--- src/rtl/dac_ad5541a_frame_receiver_if.sv ---
// dac_ad5541a_frame_receiver_if: serial DAC bus inputs and deserialised word outputs
interface dac_ad5541a_frame_receiver_if #(
    parameter int LANES = 4,
    parameter int WORD_BITS = 16
);
    logic sclk;
    logic [LANES-1:0] cs_n;
    logic [LANES-1:0] sdo;
    logic [LANES*WORD_BITS-1:0] data_out;
    logic [LANES-1:0] data_valid;
    logic [LANES-1:0] frame_err;
    logic [31:0] word_count;
    modport master(output sclk, cs_n, sdo, input data_out, data_valid, frame_err, word_count);
    modport slave(input sclk, cs_n, sdo, output data_out, data_valid, frame_err, word_count);
endinterface

--- src/rtl/dac_ad5541a_frame_receiver.sv ---
// dac_ad5541a_frame_receiver: oversampling deserialiser for multi-lane AD5541A-style DAC frames
module dac_ad5541a_frame_receiver #(
    parameter int LANES = 4,
    parameter int WORD_BITS = 16,
    parameter int SYNC_STAGES = 2
) (
    input logic clk,
    input logic reset,
    dac_ad5541a_frame_receiver_if.slave bus
);
    localparam int CW = $clog2(WORD_BITS + 2);
    localparam logic [CW-1:0] FULL = CW'(WORD_BITS);
    localparam logic [CW-1:0] SAT = CW'(WORD_BITS + 1);
    typedef enum logic [2:0] {ARM, IDLE, SHIFT, DONE, FAIL} state_t;
    logic [2*LANES:0] sync [SYNC_STAGES];
    logic [2*LANES:0] s;
    logic sclk_prev, sclk_rise;
    logic [LANES-1:0] cs_prev, cs_rise, cs_fall, cs_q, sdo_q, done, fail, valid, err;
    logic [31:0] wc;
    assign s = sync[SYNC_STAGES-1];
    // edge pulses are registered together with cs/sdo so all lane inputs stay cycle-aligned
    always_ff @(posedge clk) begin
        if (reset) begin
            sync <= '{default: '0};
            sclk_prev <= 1'b0;
            sclk_rise <= 1'b0;
            cs_prev <= '0;
            cs_rise <= '0;
            cs_fall <= '0;
            cs_q <= '0;
            sdo_q <= '0;
            valid <= '0;
            err <= '0;
            wc <= '0;
        end else begin
            sync[0] <= {bus.sclk, bus.cs_n, bus.sdo};
            for (int k = 1; k < SYNC_STAGES; k++) sync[k] <= sync[k-1];
            sclk_prev <= s[2*LANES];
            cs_prev <= s[2*LANES-1:LANES];
            sclk_rise <= s[2*LANES] & ~sclk_prev;
            cs_rise <= s[2*LANES-1:LANES] & ~cs_prev;
            cs_fall <= ~s[2*LANES-1:LANES] & cs_prev;
            cs_q <= s[2*LANES-1:LANES];
            sdo_q <= s[LANES-1:0];
            valid <= done;
            err <= fail;
            wc <= wc + 32'($countones(done));
        end
    end
    for (genvar i = 0; i < LANES; i++) begin : g_lane
        state_t st, nx;
        logic [WORD_BITS-1:0] sr, word;
        logic [CW-1:0] cnt;
        always_ff @(posedge clk) begin
            if (reset) begin
                st <= ARM;
                sr <= '0;
                cnt <= '0;
                word <= '0;
            end else begin
                st <= nx;
                if (st == DONE) word <= sr;
                if (cs_fall[i] && st != ARM && st != SHIFT) begin
                    sr <= '0;
                    cnt <= '0;
                end else if (st == SHIFT && sclk_rise && !cs_q[i]) begin
                    sr <= {sr[WORD_BITS-2:0], sdo_q[i]};
                    cnt <= cnt == SAT ? cnt : cnt + 1'b1;
                end
            end
        end
        // DONE/FAIL last one cycle and behave like IDLE so a quick next frame is not lost
        always_comb begin
            nx = st;
            if (st == ARM) nx = cs_q[i] ? IDLE : ARM;
            else if (st == SHIFT) nx = cs_rise[i] ? (cnt == FULL ? DONE : FAIL) : SHIFT;
            else nx = cs_fall[i] ? SHIFT : IDLE;
        end
        assign done[i] = st == DONE;
        assign fail[i] = st == FAIL;
        assign bus.data_out[i*WORD_BITS +: WORD_BITS] = word;
    end
    assign bus.data_valid = valid;
    assign bus.frame_err = err;
    assign bus.word_count = wc;
endmodule

--- src/flat_wrapper.sv ---
// flat-port wrapper written by rule: the top's interface ports become plain ports
module dac_ad5541a_frame_receiver_flat 
#(
    parameter int LANES = 4,
    parameter int WORD_BITS = 16,
    parameter int SYNC_STAGES = 2
)
  (clk, reset, bus_sclk, bus_cs_n, bus_sdo, bus_data_out, bus_data_valid, bus_frame_err, bus_word_count);
  dac_ad5541a_frame_receiver_if #(.LANES(LANES), .WORD_BITS(WORD_BITS)) bus_i ();
  input logic clk;
  input logic reset;
  input wire logic [$bits(bus_i.sclk)-1:0] bus_sclk;
  input wire logic [$bits(bus_i.cs_n)-1:0] bus_cs_n;
  input wire logic [$bits(bus_i.sdo)-1:0] bus_sdo;
  output wire logic [$bits(bus_i.data_out)-1:0] bus_data_out;
  output wire logic [$bits(bus_i.data_valid)-1:0] bus_data_valid;
  output wire logic [$bits(bus_i.frame_err)-1:0] bus_frame_err;
  output wire logic [$bits(bus_i.word_count)-1:0] bus_word_count;
  assign bus_i.sclk = bus_sclk;
  assign bus_i.cs_n = bus_cs_n;
  assign bus_i.sdo = bus_sdo;
  assign bus_data_out = bus_i.data_out;
  assign bus_data_valid = bus_i.data_valid;
  assign bus_frame_err = bus_i.frame_err;
  assign bus_word_count = bus_i.word_count;
  dac_ad5541a_frame_receiver #(.LANES(LANES), .WORD_BITS(WORD_BITS), .SYNC_STAGES(SYNC_STAGES)) u_core (.clk(clk), .reset(reset), .bus(bus_i));
endmodule
--- config.mk ---
export PLATFORM = sky130hd
export DESIGN_NAME = dac_ad5541a_frame_receiver_flat
export DESIGN_NICKNAME = d
export VERILOG_FILES = /design/src/rtl/dac_ad5541a_frame_receiver_if.sv /design/src/rtl/dac_ad5541a_frame_receiver.sv /design/src/flat_wrapper.sv
export SDC_FILE = /design/constraint.sdc
export NUM_CORES = 1
export LEC_CHECK = 0
export CAP_MARGIN = 20
export CORE_ASPECT_RATIO = 1.1
export CORE_MARGIN = 5
export CORE_UTILIZATION = 40
export DETAILED_ROUTE_END_ITERATION = 12
export PLACE_DENSITY_LB_ADDON = 0.25
export SETUP_SLACK_MARGIN = 0.4
export SLEW_MARGIN = 0
export SYNTH_ARGS = -nofsm -noshare
export SYNTH_HDL_FRONTEND = slang
export SYNTH_SLANG_ARGS = --single-unit
--- constraint.sdc ---
create_clock -name clk -period 4.6 [get_ports clk]
set_input_delay 0.69 -clock clk [delete_from_list [all_inputs] [get_ports clk]]
set_output_delay 0.69 -clock clk [all_outputs]
set_load 0.05 [all_outputs]
==> flow_metrics.tcl <==
set metrics [dict create \
    crit_path_end_kind "flop" \
    cts-root-buf "clkbuf_16" \
    finalHoldViolCount 0 \
    fmax_mhz 258.0 \
    critPathLaunch "u_core.g_lane[3].st[1]$_SDFF_PP0_" \
    period_needed_ns 3.876 \
    ys.warnings.count 0 \
    status "completed" \
    io_pins 115 \
    skew_ns 0.009152 \
    placed_area_sq_um 10210 \
    p_per_area_nw_per_um2 376.6 \
    clkSinkCount 236 \
    antenna_left 0 \
    drc 0 \
    wl_mm 18.72 \
    yosys_most_used_dff "dfxtp_1" \
    avgSynthCellArea_sq_um 8.658 \
    dp_slack_ns 0.5869 \
    synth-seq-cells 236 \
    firstDrtPassIters 5 \
    grt_antenna_before_repair 0 \
    hold_start "u_core.sclk_prev$_SDFF_PP0_" \
    timing.setup.tns_ns 0 \
    rr_startpoint "u_core.g_lane[3].st[1]$_SDFF_PP0_" \
    criticalPathCategory "reg2reg" \
    cp-start-kind "flop" \
    grt_max_degree 72 \
    die_h_um 166.3 \
    clkTransAtPathRegs_ns 0.06 \
    clockBufferDepth 3 \
    first_iter_violations 300 \
    drive_gt1_share_pct 6.836 \
    finalCritPeriodShare_pct 84.25 \
    drv_slew 0 \
    required_ns 5.04 \
    drv_cap 0 \
    synth_area_sq_um 8884 \
    routedWlPerCell_um 13.04 \
    crit_fanout 17 \
    die-area_sq_um 25290 \
    final_common_cell "nand2_1" \
    nFillCells 2147 \
    viasPerCell 4.866 \
    yosysSeqAreaShare_pct 53.18 \
    diodes 0 \
    clock_latency_ns 0.51 \
    hold_path_class "reg2reg" \
    worstMarginPinSlew_ns 1.040 \
    yosysUniqueCellTypes 55 \
    grt_use_total_pct 14.41 \
    leakage_nw 3.626 \
    die_x_um 152.1 \
    rsz0062_at_grt "no" \
    relSlewSlack_pct 30.44 \
    hold_buffers 0 \
    layout.nets 1153 \
    p_total_mw 4.170 \
    h-tree-depth 1 \
    setup_violations 0 \
    gr-total-overflow 0 \
    synth_edf_count 0 \
    cp.arrival_ns 4.31 \
    via_count 6988 \
    cts_tree "built" \
    place_congestion 0.7538 \
    reg2reg_slack_ns 0.72 \
    dp_hpwl_mm 12.20 \
    start_util_pct 40.44 \
    portBuffers 114 \
    area_growth_pct 24.62 \
    grt_pass1_vias 6582 \
    stdcell_area_sq_um 11070 \
    crit_path_end "u_core.bus.word_count[27]$_SDFF_PP0_" \
    ctsResizeCount 0 \
    grt_pass1_wl_mm 32.02 \
    final.setup.worst_slack_ns 0.7244 \
    timing.rr.end "u_core.bus.word_count[27]$_SDFF_PP0_" \
    syn_inst 1026 \
    rows 57 \
    cts_buffers 25 \
    synth_fp_nets 1056 \
    core_sq_um 21970 \
    synthArstFlopShare_pct 0 \
    post_cts_buffers 0 \
    irDropWorstVdd_mv 0.2367 \
    final_cell_mix "281 x nand2_1, 236 x dfxtp_1, 154 x a21oi_1" \
    reg2reg_depth 15 \
]
Yosys cell counts, types with 6 or more instances:
cell type	number	share of area, %
ha_1	16	2.3
nor3_1	7	0.39
clkbuf_1	33	1.4
xor2_1	7	0.69
or4_1	7	0.59
nor2b_1	43	3.0
o21ai_0	18	1.0
inv_1	27	1.1
o31ai_1	7	0.59
nand3_1	7	0.39
and2_1	6	0.42
buf_1	8	0.34
nor4b_1	8	0.79
nand2_1	281	12
nand4_1	11	0.77
xnor2_1	16	1.6
nor3b_1	9	0.76
nor2_1	42	1.8
a21oi_1	154	8.7
dfxtp_1	236	53
nor4_1	6	0.42
kinds of logic (layout without fill, tap and decap cells):
| family | after synthesis | count (layout) | share of synthesized area (%) |
|---|---|---|---|
| flip-flops | 236 | 236 | 53.18 |
| buffers and inverters | 82 | 197 | 3.944 |
| AO/OA/AOI/OAI | 186 | 186 | 11.17 |
| adder cells (fa/ha/maj) | 19 | 19 | 2.930 |
| multiplexers | 8 | 8 | 0.9577 |
| XOR/XNOR | 23 | 23 | 2.268 |
| AND/OR/NAND/NOR | 472 | 472 | 25.55 |
registers in the layout, summed over array words and instances, names as in the netlist, 9 cells and up:
signal / cells
u_core.sync: 9
u_core.s: 9
u_core.bus.word_count: 32
u_core.g_lane.cnt: 20
u_core.g_lane.word: 64
u_core.g_lane.st: 12
u_core.g_lane.sr: 64
routing by layer:
layer	GRT usage, %	share of wire (%)	vias to the layer above
li1	-	-	3598
met1	19.15	48	3242
met2	23.92	46	118
met3	3.362	5.0	30
met4	3.362	1.6	0
met5	0	0	-
worst max-delay path, stage by stage, from the launching register on:
cell        delay (ns)
dfxtp_1           0.35
nor2b_1           0.15
nand2_1           0.12
clkinvlp_4        0.30
ha_1              0.30
inv_1             0.06
fa_1              0.41
inv_1             0.07
ha_1              0.17
inv_1             0.06
fa_1              0.41
nand4b_1          0.20
buf_4             0.20
or3_4             0.39
or4_1             0.47
a21oi_1           0.15
how the worst min path moves through the flow:
stage	cells after the start	end
2_1_floorplan	1	u_core.sclk_rise$_SDFF_PP0_
3_3_place_gp	1	u_core.sclk_rise$_SDFF_PP0_
3_5_place_dp	1	u_core.sclk_rise$_SDFF_PP0_
4_1_cts	1	u_core.sclk_rise$_SDFF_PP0_
5_1_grt	1	u_core.sclk_rise$_SDFF_PP0_
6_report	1	u_core.sclk_rise$_SDFF_PP0_
where the power goes:
group	switching, mW	leakage, nW	total (mW)	internal, mW
logic	0.0398	1.30	0.0578	0.0180
clock network	0.783	0.420	2.05	1.27
registers	0.00673	1.91	2.06	2.06
total	0.829	3.63	4.17	3.34
through the flow:
step | hold slack (ns) | utilization (%) | std cells
floorplan | 0.3674 | - | 1026
global placement | 0.3726 | 46.48 | 1391
detailed placement | 0.3746 | 46.48 | 1391
CTS | 0.3826 | 50.38 | 1436
global route | 0.3995 | 50.40 | 1436
finish | 0.3788 | 50.40 | 1436
area by class of cell:
cell class                 instances  area (sq um)  area share (%)
sequential                       236          4725           42.68
multi-input combinational        708          3809           34.40
timing repair buffer             121          1191           10.76
clock buffer                      36         726.9           6.566
tap                              295         369.1           3.334
clock inverter                     9         130.1           1.175
inverter                          31         120.1           1.085
Note: power is estimated with default switching activity, not from simulation.
